===== src/rtl/mem_wb_stage_if.sv =====
// MEM->WB bus: instruction fields from the MEM stage and the register-file write port.
// The MEM side drives the in_* fields (master); the WB stage consumes them (slave).
interface mem_wb_stage_if;
  logic        in_valid;
  logic        in_RegWrite;
  logic [4:0]  in_WeSel;
  logic [31:0] in_AluResult;
  logic [31:0] in_MemData;
  logic [31:0] in_PC4;
  logic [1:0]  in_WbSrc;
  logic [2:0]  in_LdType;

  logic        WE;
  logic [4:0]  WeSel;
  logic [31:0] WData;
  logic        wb_valid;
  logic [31:0] retired;

  modport master (
    output in_valid, in_RegWrite, in_WeSel, in_AluResult, in_MemData, in_PC4,
           in_WbSrc, in_LdType,
    input  WE, WeSel, WData, wb_valid, retired
  );

  modport slave (
    input  in_valid, in_RegWrite, in_WeSel, in_AluResult, in_MemData, in_PC4,
           in_WbSrc, in_LdType,
    output WE, WeSel, WData, wb_valid, retired
  );
endinterface


===== src/rtl/mem_wb_stage.sv =====
// MEM/WB pipeline register with writeback mux and retired-instruction counter.
// Define MEM_WB_SUBWORD_EN to enable lb/lbu/lh/lhu extraction; otherwise every load is lw.
module mem_wb_stage (
  input  logic            clk,
  input  logic            rst_n,
  input  logic            stall,
  input  logic            flush,
  mem_wb_stage_if.slave   bus
);

  logic        valid_q;
  logic        regwrite_q;
  logic [4:0]  wesel_q;
  logic [31:0] alu_q;
  logic [31:0] mem_q;
  logic [31:0] pc4_q;
  logic [1:0]  wbsrc_q;
  logic [31:0] retired_q;
  logic [31:0] retired_d;
  logic [31:0] load_data;
  logic [31:0] wdata;

`ifdef MEM_WB_SUBWORD_EN
  logic [2:0]  ldtype_q;
  logic [7:0]  byte_lane;
  logic [15:0] half_lane;
`else
  logic        unused_ldtype;
  assign unused_ldtype = ^bus.in_LdType;
`endif

  // Flush wins over stall: the held instruction becomes a bubble either way.
  always_ff @(posedge clk or negedge rst_n) begin
    if (!rst_n) begin
      valid_q    <= 1'b0;
      regwrite_q <= 1'b0;
      wesel_q    <= 5'd0;
      alu_q      <= 32'd0;
      mem_q      <= 32'd0;
      pc4_q      <= 32'd0;
      wbsrc_q    <= 2'b00;
`ifdef MEM_WB_SUBWORD_EN
      ldtype_q   <= 3'b000;
`endif
    end else if (flush) begin
      valid_q    <= 1'b0;
      regwrite_q <= 1'b0;
    end else if (!stall) begin
      valid_q    <= bus.in_valid;
      regwrite_q <= bus.in_RegWrite;
      wesel_q    <= bus.in_WeSel;
      alu_q      <= bus.in_AluResult;
      mem_q      <= bus.in_MemData;
      pc4_q      <= bus.in_PC4;
      wbsrc_q    <= bus.in_WbSrc;
`ifdef MEM_WB_SUBWORD_EN
      ldtype_q   <= bus.in_LdType;
`endif
    end
  end

  // An instruction leaving the stage retires whenever the stage is not stalled, flush or not.
  always_comb begin
    retired_d = retired_q;
    if (valid_q && !stall) retired_d = retired_q + 32'd1;
  end

  always_ff @(posedge clk or negedge rst_n) begin
    if (!rst_n) retired_q <= 32'd0;
    else        retired_q <= retired_d;
  end

  always_comb begin
    load_data = mem_q;
`ifdef MEM_WB_SUBWORD_EN
    case (alu_q[1:0])
      2'd0:    byte_lane = mem_q[7:0];
      2'd1:    byte_lane = mem_q[15:8];
      2'd2:    byte_lane = mem_q[23:16];
      default: byte_lane = mem_q[31:24];
    endcase
    half_lane = alu_q[1] ? mem_q[31:16] : mem_q[15:0];
    case (ldtype_q)
      3'b001:  load_data = {{24{byte_lane[7]}}, byte_lane};
      3'b010:  load_data = {24'd0, byte_lane};
      3'b011:  load_data = {{16{half_lane[15]}}, half_lane};
      3'b100:  load_data = {16'd0, half_lane};
      default: load_data = mem_q;
    endcase
`endif
    case (wbsrc_q)
      2'b01:   wdata = load_data;
      2'b10:   wdata = pc4_q;
      default: wdata = alu_q;
    endcase
  end

  // x0 is hardwired zero, so a write to index 0 is dropped but still retires.
  assign bus.WE       = valid_q & regwrite_q & (wesel_q != 5'd0) & ~stall;
  assign bus.WeSel    = wesel_q;
  assign bus.WData    = wdata;
  assign bus.wb_valid = valid_q;
  assign bus.retired  = retired_q;

endmodule

===== src/flat_wrapper.sv =====
// flat-port wrapper written by rule: the top's interface ports become plain ports
module mem_wb_stage_flat 
  (clk, rst_n, stall, flush, bus_in_valid, bus_in_RegWrite, bus_in_WeSel, bus_in_AluResult, bus_in_MemData, bus_in_PC4, bus_in_WbSrc, bus_in_LdType, bus_WE, bus_WeSel, bus_WData, bus_wb_valid, bus_retired);
  mem_wb_stage_if bus_i ();
  input  logic clk;
  input  logic rst_n;
  input  logic stall;
  input  logic flush;
  input wire logic [$bits(bus_i.in_valid)-1:0] bus_in_valid;
  input wire logic [$bits(bus_i.in_RegWrite)-1:0] bus_in_RegWrite;
  input wire logic [$bits(bus_i.in_WeSel)-1:0] bus_in_WeSel;
  input wire logic [$bits(bus_i.in_AluResult)-1:0] bus_in_AluResult;
  input wire logic [$bits(bus_i.in_MemData)-1:0] bus_in_MemData;
  input wire logic [$bits(bus_i.in_PC4)-1:0] bus_in_PC4;
  input wire logic [$bits(bus_i.in_WbSrc)-1:0] bus_in_WbSrc;
  input wire logic [$bits(bus_i.in_LdType)-1:0] bus_in_LdType;
  output wire logic [$bits(bus_i.WE)-1:0] bus_WE;
  output wire logic [$bits(bus_i.WeSel)-1:0] bus_WeSel;
  output wire logic [$bits(bus_i.WData)-1:0] bus_WData;
  output wire logic [$bits(bus_i.wb_valid)-1:0] bus_wb_valid;
  output wire logic [$bits(bus_i.retired)-1:0] bus_retired;
  assign bus_i.in_valid = bus_in_valid;
  assign bus_i.in_RegWrite = bus_in_RegWrite;
  assign bus_i.in_WeSel = bus_in_WeSel;
  assign bus_i.in_AluResult = bus_in_AluResult;
  assign bus_i.in_MemData = bus_in_MemData;
  assign bus_i.in_PC4 = bus_in_PC4;
  assign bus_i.in_WbSrc = bus_in_WbSrc;
  assign bus_i.in_LdType = bus_in_LdType;
  assign bus_WE = bus_i.WE;
  assign bus_WeSel = bus_i.WeSel;
  assign bus_WData = bus_i.WData;
  assign bus_wb_valid = bus_i.wb_valid;
  assign bus_retired = bus_i.retired;
  mem_wb_stage u_core (.clk(clk), .rst_n(rst_n), .stall(stall), .flush(flush), .bus(bus_i));
endmodule

===== config.mk =====
export PLATFORM = sky130hd
export DESIGN_NAME = mem_wb_stage_flat
export DESIGN_NICKNAME = d
export VERILOG_FILES = /design/src/rtl/mem_wb_stage_if.sv /design/src/rtl/mem_wb_stage.sv /design/src/flat_wrapper.sv
export SDC_FILE = /design/constraint.sdc
export NUM_CORES = 1
export LEC_CHECK = 0
export BUFFER_PORTS_ARGS = -buffer_cell sky130_fd_sc_hd__buf_2
export CORE_ASPECT_RATIO = 0.5
export CORE_MARGIN = 1.5
export CORE_UTILIZATION = 40
export CTS_CLUSTER_DIAMETER = 120
export DETAILED_ROUTE_END_ITERATION = 8
export PLACE_DENSITY = 0.66
export SYNTH_ARGS = -nofsm -noshare
export SYNTH_HDL_FRONTEND = slang
export SYNTH_SLANG_ARGS = --single-unit

===== constraint.sdc =====
create_clock -name clk -period 2.2 [get_ports clk]
set_clock_uncertainty 0.05 [all_clocks]
set_input_delay 0.33 -clock clk [delete_from_list [all_inputs] [get_ports clk]]
set_output_delay 0.33 -clock clk [all_outputs]
set_load 0.02 [all_outputs]

### Word level (Yosys, flattened, before mapping)

Index checks and enable logic that the tools add are counted.

* add/sub/neg operators: 1
* equality and inequality tests: 3
* muxes and demuxes: 5
* bitwise gates (word level): 5
* reductions and logical operators: 4

Operators by type and width (number)
* case mux 32 bit (2 select lines): 1
* adder 32 x 1 -> 32 bit (second input constant): 1
* nonzero test 5 bit: 1
* two-way mux 1 bit: 4
* AND 1 bit: 3
* == test 2 x 1 -> 1 bit (second input constant): 1
* == test 2 bit (second input constant): 1
* != test 2 x 1 -> 1 bit (second input constant): 1
* inverter 1 bit: 2
* AND reduction 2 bit: 1
* logical AND 1 bit: 1
* zero test 1 bit: 1

* register bits after elaboration: 137
* input port bits: 112
* output and inout port bits: 71
* logic and storage cells: 26

### Depth between registers and ports, before layout

Gate-level depths: netlist of run 1.

* depth after elaboration: 3
* mapped depth: 6
* depth with buffers taken out: 5

### Least setup slack after synthesis of run 1

No wires, ideal clock.

* path type: register to register
* from: register u_core.retired_q[0] (netlist: u_core.bus.retired[0])
* to: register u_core.retired_q[20] (netlist: u_core.bus.retired[20])
* library setup time: 0.080 ns
* data arrival time: 1.912 ns
* data required time: 2.070 ns
* path slack: 0.158 ns
* cell stages (with the launch flop): 6
* path buffers: 0
* clock period less this slack: 2.042 ns
* cells stage by stage: dfrtp_1 ha_1 nand3b_4 or4_4 nor4_1 xor2_1

* word-level cells in the longest chain between the ends: 1

RTL lines
* start: declaration: RTL line mem_wb_stage.sv:18 `logic [31:0] retired_q;`
* start signal: assignment: RTL line mem_wb_stage.sv:70 `else retired_q <= retired_d;`
* adder 32 x 1 -> 32 bit: RTL line mem_wb_stage.sv:65 `if (valid_q && !stall) retired_d = retired_q + 32'd1;`

No other way between the ends.
A chain may end at the register's enable or synchronous reset.

### Final worst setup path of run 1

* from: register u_core.wbsrc_q[1]
* to: output bus_WData[1]

* word-level cells in the longest chain between the ends: 2
* elaborated cells between the ends (all ways): 3
* classes of those cells: eq/ne: 2; mux: 1

RTL lines
* start: declaration: RTL line mem_wb_stage.sv:17 `logic [1:0] wbsrc_q;`
* start signal: assignment: RTL line mem_wb_stage.sv:55 `wbsrc_q <= bus.in_WbSrc;`
* == test 2 bit or == test 2 x 1 -> 1 bit (tied branches): RTL line mem_wb_stage.sv:91 `case (wbsrc_q)`
* case mux 32 bit (2 select lines) (*): RTL line mem_wb_stage.sv:91
* end: declaration: RTL line flat_wrapper.sv:19 `output wire logic [$bits(bus_i.WData)-1:0] bus_WData;`

Mark *: on every way between the ends. The rest lies on a longest branch, timed or not.

==> results.cfg, run 1 <==
[logic_synthesis]
yosysUniqueCellTypes = 28
syn_nets = 583
netlist_instances = 468
synth-adder-area-share_pct = 0.631
syn_area_mm2 = 0.00595
postSynthAreaPerCell_um2 = 12.7
synth_top_family_by_area = multiplexers
yosysWarnings = 0
synth-simple-area-share_pct = 8.37
synthXorXnorAreaFrac_pct = 4.56
synthMuxAreaShare_pct = 19.6
synth_compound_area_share_pct = 7.06
ys_seq_elements = 137
seq_area_frac_synth_pct = 57.6

[detailed_routing]
wirelength_um = 13300
viasPerCell = 4.98
remaining_drc_errors = 0
firstDrtPassIters = 4
dr.first_iter.drc_count = 168
wl_per_cell_um = 15.3
final_antenna_net_count = 0
via_count = 4309

[timing]
relSlewSlack_pct = 67.0
final.setup.worst_slack_ns = 0.0774
hold_viol = 0
fmax_mhz = 471
finalCritPeriodShare_pct = 96.5
hold_ws_ns = 0.106
min_period_ns = 2.12
setup_violations = 0
tightest_slew_ns = 0.495
slew_viol_final = 0
fin_setup_tns_ns = 0

[global_route]
grt_pass1_vias = 4247
grt_max_degree = 69
antenna_found_initial = 2
gr-usage-all-layers_pct = 17.2
grt-ovfl-total = 0
grt_pass1_wl_um = 21100

[place]
hpwlAfterDp_um = 9090
dp_slack_ns = 0.182
place_congestion = 0.813
portBuffers = 179

[finish]
num-fill-cells = 1291
area_delta_synth_final_pct = 31.5
final_nets = 769
layout-drive-gt1-share_pct = 49.9

[clock_tree]
clk_latency_ns = 0.40
clk_pin_slew_worst_paths_ns = 0.05
cts_made_buffers = 17
cts_tree = done
clockBufferDepth = 2
cts_root_buf = clkbuf_16
htree_levels = 4
cts.sinks = 137

[critical_path]
cp-start-kind = register
cp.required_ns = 1.82
cp.buffers_inverters = 3
cpLargestDelayFamily = buffers and inverters
cp_num_cells = 6
end_kind = primary output
startpoint = u_core.wbsrc_q[1]
r2r-start = u_core.bus.retired[0]
worstPathCellList = inv_1 -> ha_2 -> buf_12 -> a22oi_1 -> o21ai_0 -> buf_2
path_class = reg2out
cp_max_fo = 16
reg2reg_depth = 5
slowest_stage = dfrtp_1
crit_path_max_incr_delay_ns = 0.41
worstPathArrival_ns = 1.74

[min_path]
hold_class = in2reg
whs_path_depth = 3
min_from = bus_in_WbSrc[1]

[job]
max_cap_violations = 0

[floorplan]
die_h_um = 89.2
core_area_mm2 = 0.0145
pin_count = 183
core.rowCount = 31
dieArea_mm2 = 0.0157
start_util_pct = 41.0
fp.dieW_um = 175

[pwr]
finalPower_mw = 7.37
p_leak_nw = 3.66
p_per_area_mw_per_mm2 = 942
irDropWorstVdd_uv = 569

[outcome]
status = finished clean
-- stage by stage --
step,util (%),std cells,instance area [µm²]
detailed placement,49.3,831,7160
floorplan,-,468,5950
finish,53.9,866,7820
global route,53.9,866,7820
global placement,49.3,831,7160
CTS,53.5,864,7770
-- layout by cell type (no fill, tap or decap), types with 2 or more instances in the layout --
| master | instances |
|---|---|
| o21ai_1 | 4 |
| nor3_1 | 2 |
| buf_2 | 177 |
| nand4_1 | 9 |
| buf_6 | 2 |
| nor2_1 | 5 |
| mux2i_1 | 2 |
| buf_12 | 8 |
| nor4_1 | 5 |
| clkbuf_16 | 17 |
| dfrtp_1 | 137 |
| nand3_1 | 12 |
| bufinv_16 | 2 |
| xor2_1 | 8 |
| inv_6 | 5 |
| o21ai_0 | 30 |
| inv_1 | 3 |
| nand2_1 | 44 |
| mux2_2 | 102 |
| buf_4 | 6 |
| a22oi_1 | 32 |
| or3_1 | 2 |
| clkinvlp_4 | 3 |
| and3_1 | 4 |
| and4_1 | 6 |
| clkinv_4 | 4 |
| xnor2_1 | 23 |
-- metal layers --
metal | up-vias | wire (µm) | track usage, %
met5 | - | 12 | 0
met4 | 2 | 139 | 5.52
met3 | 10 | 509 | 3.83
met2 | 86 | 6620 | 30.1
met1 | 2147 | 6000 | 21.6
li1 | 2064 | - | -
-- flip-flops by register name, summed over array words and instances (netlist names) --
signal and cells:
u_core.alu_q 32, u_core.bus.WeSel 5, u_core.bus.retired 32, u_core.bus.wb_valid 1, u_core.load_data 32, u_core.pc4_q 32, u_core.regwrite_q 1, u_core.wbsrc_q 2
-- worst min-delay path, delay by kind of cell --
family,cells,cell delay (ns)
buf+inv,1,0.08
compound gates,1,0.06
simple gates,1,0.04
-- kinds of logic (layout without fill, tap and decap cells) --
| family | count (synthesis) | in the layout |
|---|---|---|
| compound gates | 67 | 67 |
| xor+xnor | 31 | 31 |
| fa+ha+maj | 3 | 3 |
| buf+inv | 30 | 229 |
| flops | 137 | 137 |
| mux | 104 | 104 |
| other cells | 0 | 1 |
| simple gates | 96 | 96 |
-- Yosys cell counts --
cell	n	area, µm²
nand2_1	44	165
o311a_1	1	10.0
xnor2_1	23	201
buf_2	5	25.0
inv_1	3	11.3
nor2b_1	1	6.26
mux2i_1	2	20.0
ha_1	3	37.5
xor2_1	8	70.1
o21ai_0	34	170
nand4b_1	1	8.76
buf_6	1	11.3
dfrtp_1	137	3430
or4_4	1	11.3
clkbuf_1	21	78.8
nor4_1	5	31.3
nor3_1	2	10.0
and4_1	6	52.6
and3_1	4	25.0
a22oi_1	32	240
mux2_2	102	1150
or3_1	2	12.5
nor2_1	6	22.5
nand3b_4	1	20.0
nand3_1	12	60.1
or2_2	1	6.26
nand4_1	9	56.3
nor4bb_1	1	10.0
-- power breakdown --
| part | switching, mW | internal [mW] |
|---|---|---|
| clock network | 1.16 | 1.69 |
| logic | 0.819 | 0.674 |
| registers | 0.190 | 2.83 |
| total | 2.17 | 5.20 |
-- layout make-up --
class / count / area [µm²] / area share [%]
sequential: 137 / 3430 / 43.8
multi-input combinational: 301 / 2420 / 30.9
timing repair buffer: 194 / 1120 / 14.4
clock buffer: 17 / 425 / 5.44
tap: 198 / 248 / 3.17
clock inverter: 15 / 166 / 2.13
inverter: 3 / 11.3 / 0.144
antenna: 1 / 2.50 / 0.0320
-- worst paths after layout --
check                                               to  slack [ns]
worst max-delay path                      bus_WData[1]        0.08
worst min-delay path                 u_core.wbsrc_q[1]        0.11
min in group asynchronous              u_core.alu_q[9]        0.39
worst max register to register  u_core.bus.retired[20]        0.16
max in group asynchronous        u_core.bus.retired[2]        1.04
worst min register to register  u_core.bus.retired[14]        0.44
-- repair_timing --
action,4_1_cts,5_1_grt
setup endpoints to repair,23,28
pin swaps,0,1
hold endpoints to repair,48,0
gates resized for setup,1,16
setup buffers,0,1
hold buffers,1,0
Power figures use the tool's default switching activity.
==> run 2, diff against run 1 <==
CTS_BUF_LIST = sky130_fd_sc_hd__clkbuf_4 sky130_fd_sc_hd__clkbuf_8   (was not set)
==> run 2 against run 1 <==
- sequential share of layout area increased by 1.0 points
- cell count grew 0.12%
- highest routed layer unchanged
- via count is essentially flat
- count of clock-buffer cells in the layout unchanged
- largest cell class unchanged
- setup slack improved by 0.0077 ns
==> results.cfg, run 2 (synthesis gave the netlist of run 1 again) <==
[detailed_routing]
wirelength_um = 13300
final_antenna_net_count = 0
viasPerCell = 4.97
dr.first_iter.drc_count = 161
remaining_drc_errors = 0
firstDrtPassIters = 4
via_count = 4312
wl_per_cell_um = 15.3

[global_route]
grt_max_degree = 69
grt_pass1_wl_um = 21000
gr-usage-all-layers_pct = 17.1
grt-ovfl-total = 0
grt_pass1_vias = 4266
antenna_found_initial = 3

[timing]
fmax_mhz = 473
slew_viol_final = 0
setup_violations = 0
tightest_slew_ns = 0.493
min_period_ns = 2.11
hold_viol = 0
finalCritPeriodShare_pct = 96.1
final.setup.worst_slack_ns = 0.0851
relSlewSlack_pct = 67.1
rsz0062_at_grt = yes

[floorplan]
pin_count = 183
core_area_mm2 = 0.0145
die_h_um = 89.2
fp.dieW_um = 175
core.rowCount = 31
dieArea_mm2 = 0.0157
start_util_pct = 41.0

[pwr]
p_per_area_mw_per_mm2 = 866
finalPower_mw = 6.62
irDropWorstVdd_uv = 390
p_leak_nw = 3.58

[finish]
area_delta_synth_final_pct = 28.5
layout_commonest_cell = buf_2
layout-drive-gt1-share_pct = 50.1
final_nets = 769
layout_common_cells = buf_2 (175), dfrtp_1 (137), mux2_2 (102), nand2_1 (44), a22oi_1 (32)
final_cells = 867
stdcell_area_mm2 = 0.00765

[clock_tree]
clk_pin_slew_worst_paths_ns = 0.10
cts_root_buf = clkbuf_8
htree_levels = 4
clockBufferDepth = 2
clk_latency_ns = 0.42
cts_tree = done
cts_made_buffers = 17
cts.sinks = 137

[outcome]
status = finished clean

[critical_path]
r2r-end = u_core.bus.retired[20]
path_class = reg2out
worstPathArrival_ns = 1.73
cp-start-kind = register
cpLargestDelayFamily = buffers and inverters
reg2reg_depth = 5
cp.required_ns = 1.82
end_kind = primary output
slowest_stage = dfrtp_1
cp_num_cells = 6
worstPathCellList = inv_1 -> ha_4 -> buf_8 -> a22oi_1 -> o21ai_0 -> buf_2
regToRegSetupSlack_ns = 0.16
crit_path_max_incr_delay_ns = 0.42
critPathCapture = bus_WData[1]
cp_max_fo = 16
cp.buffers_inverters = 3
r2r-start = u_core.bus.retired[0]
startpoint = u_core.wbsrc_q[1]

[place]
dp_slack_ns = 0.182
post_dp_cell_area_mm2 = 0.00716
portBuffers = 179
place_congestion = 0.813
dp.cells = 831
hpwlAfterDp_um = 9090

[job]
max_cap_violations = 0

[min_path]
hold_class = in2reg
-- run 2: cell types whose count changed in the layout (fill, tap and decap cells not counted), sizes merged --
cell   change
diode      +1
-- run 2: layout make-up --
cell class,count,area [µm²]
Antenna cell,2,5.00
Clock buffer,17,234
Clock inverter,15,166
Fill cell,1317,6860
Inverter,3,11.3
Multi-Input combinational cell,301,2430
Sequential cell,137,3430
Tap cell,198,248
Timing Repair Buffer,194,1130
-- run 2: routing by layer --
metal	up-vias	share of wire [%]	global-route usage, %
met2	79	50	29.9
met4	2	1.4	5.52
met1	2157	45	21.5
li1	2060	-	-
met5	-	0.090	0
met3	14	3.3	3.70
-- run 2: how the worst min path moves through the flow --
| stage | from | end | depth (start not counted) |
|---|---|---|---|
| 6_report | bus_in_PC4[22] | u_core.pc4_q[22] | 2 |
| 5_1_grt | bus_in_PC4[16] | u_core.pc4_q[16] | 2 |
| 4_1_cts | bus_in_PC4[22] | u_core.pc4_q[22] | 2 |
| 3_5_place_dp | rst_n | u_core.alu_q[9] | 1 |
| 3_3_place_gp | rst_n | u_core.alu_q[9] | 1 |
| 2_1_floorplan | rst_n | u_core.alu_q[0] | 0 |
-- run 2: where the power goes --
group	total [mW]	switching, mW	internal [mW]	leakage [nW]
logic	1.50	0.820	0.683	1.71
registers	3.02	0.192	2.83	1.68
clock network	2.10	1.07	1.03	0.194
-- run 2: what timing repair did --
action | 4_1_cts | 5_1_grt
hold buffers | 1 | 0
endpoints found under the setup margin | 27 | 32
resized for setup | 2 | 19
endpoints found under the hold margin | 48 | 0
buffers inserted | 0 | 1
pin swaps | 0 | 1
-- run 2: stage by stage --
stage	utilization, %	TNS [ns]	hold slack [ns]
after floorplan	-	0	-0.0156
after global placement	49.3	0	0.265
after detailed placement	49.3	0	0.267
after CTS	52.3	-0.0121	0.0578
after global routing	52.7	-0.0230	0.0629
final	52.7	0	0.0843
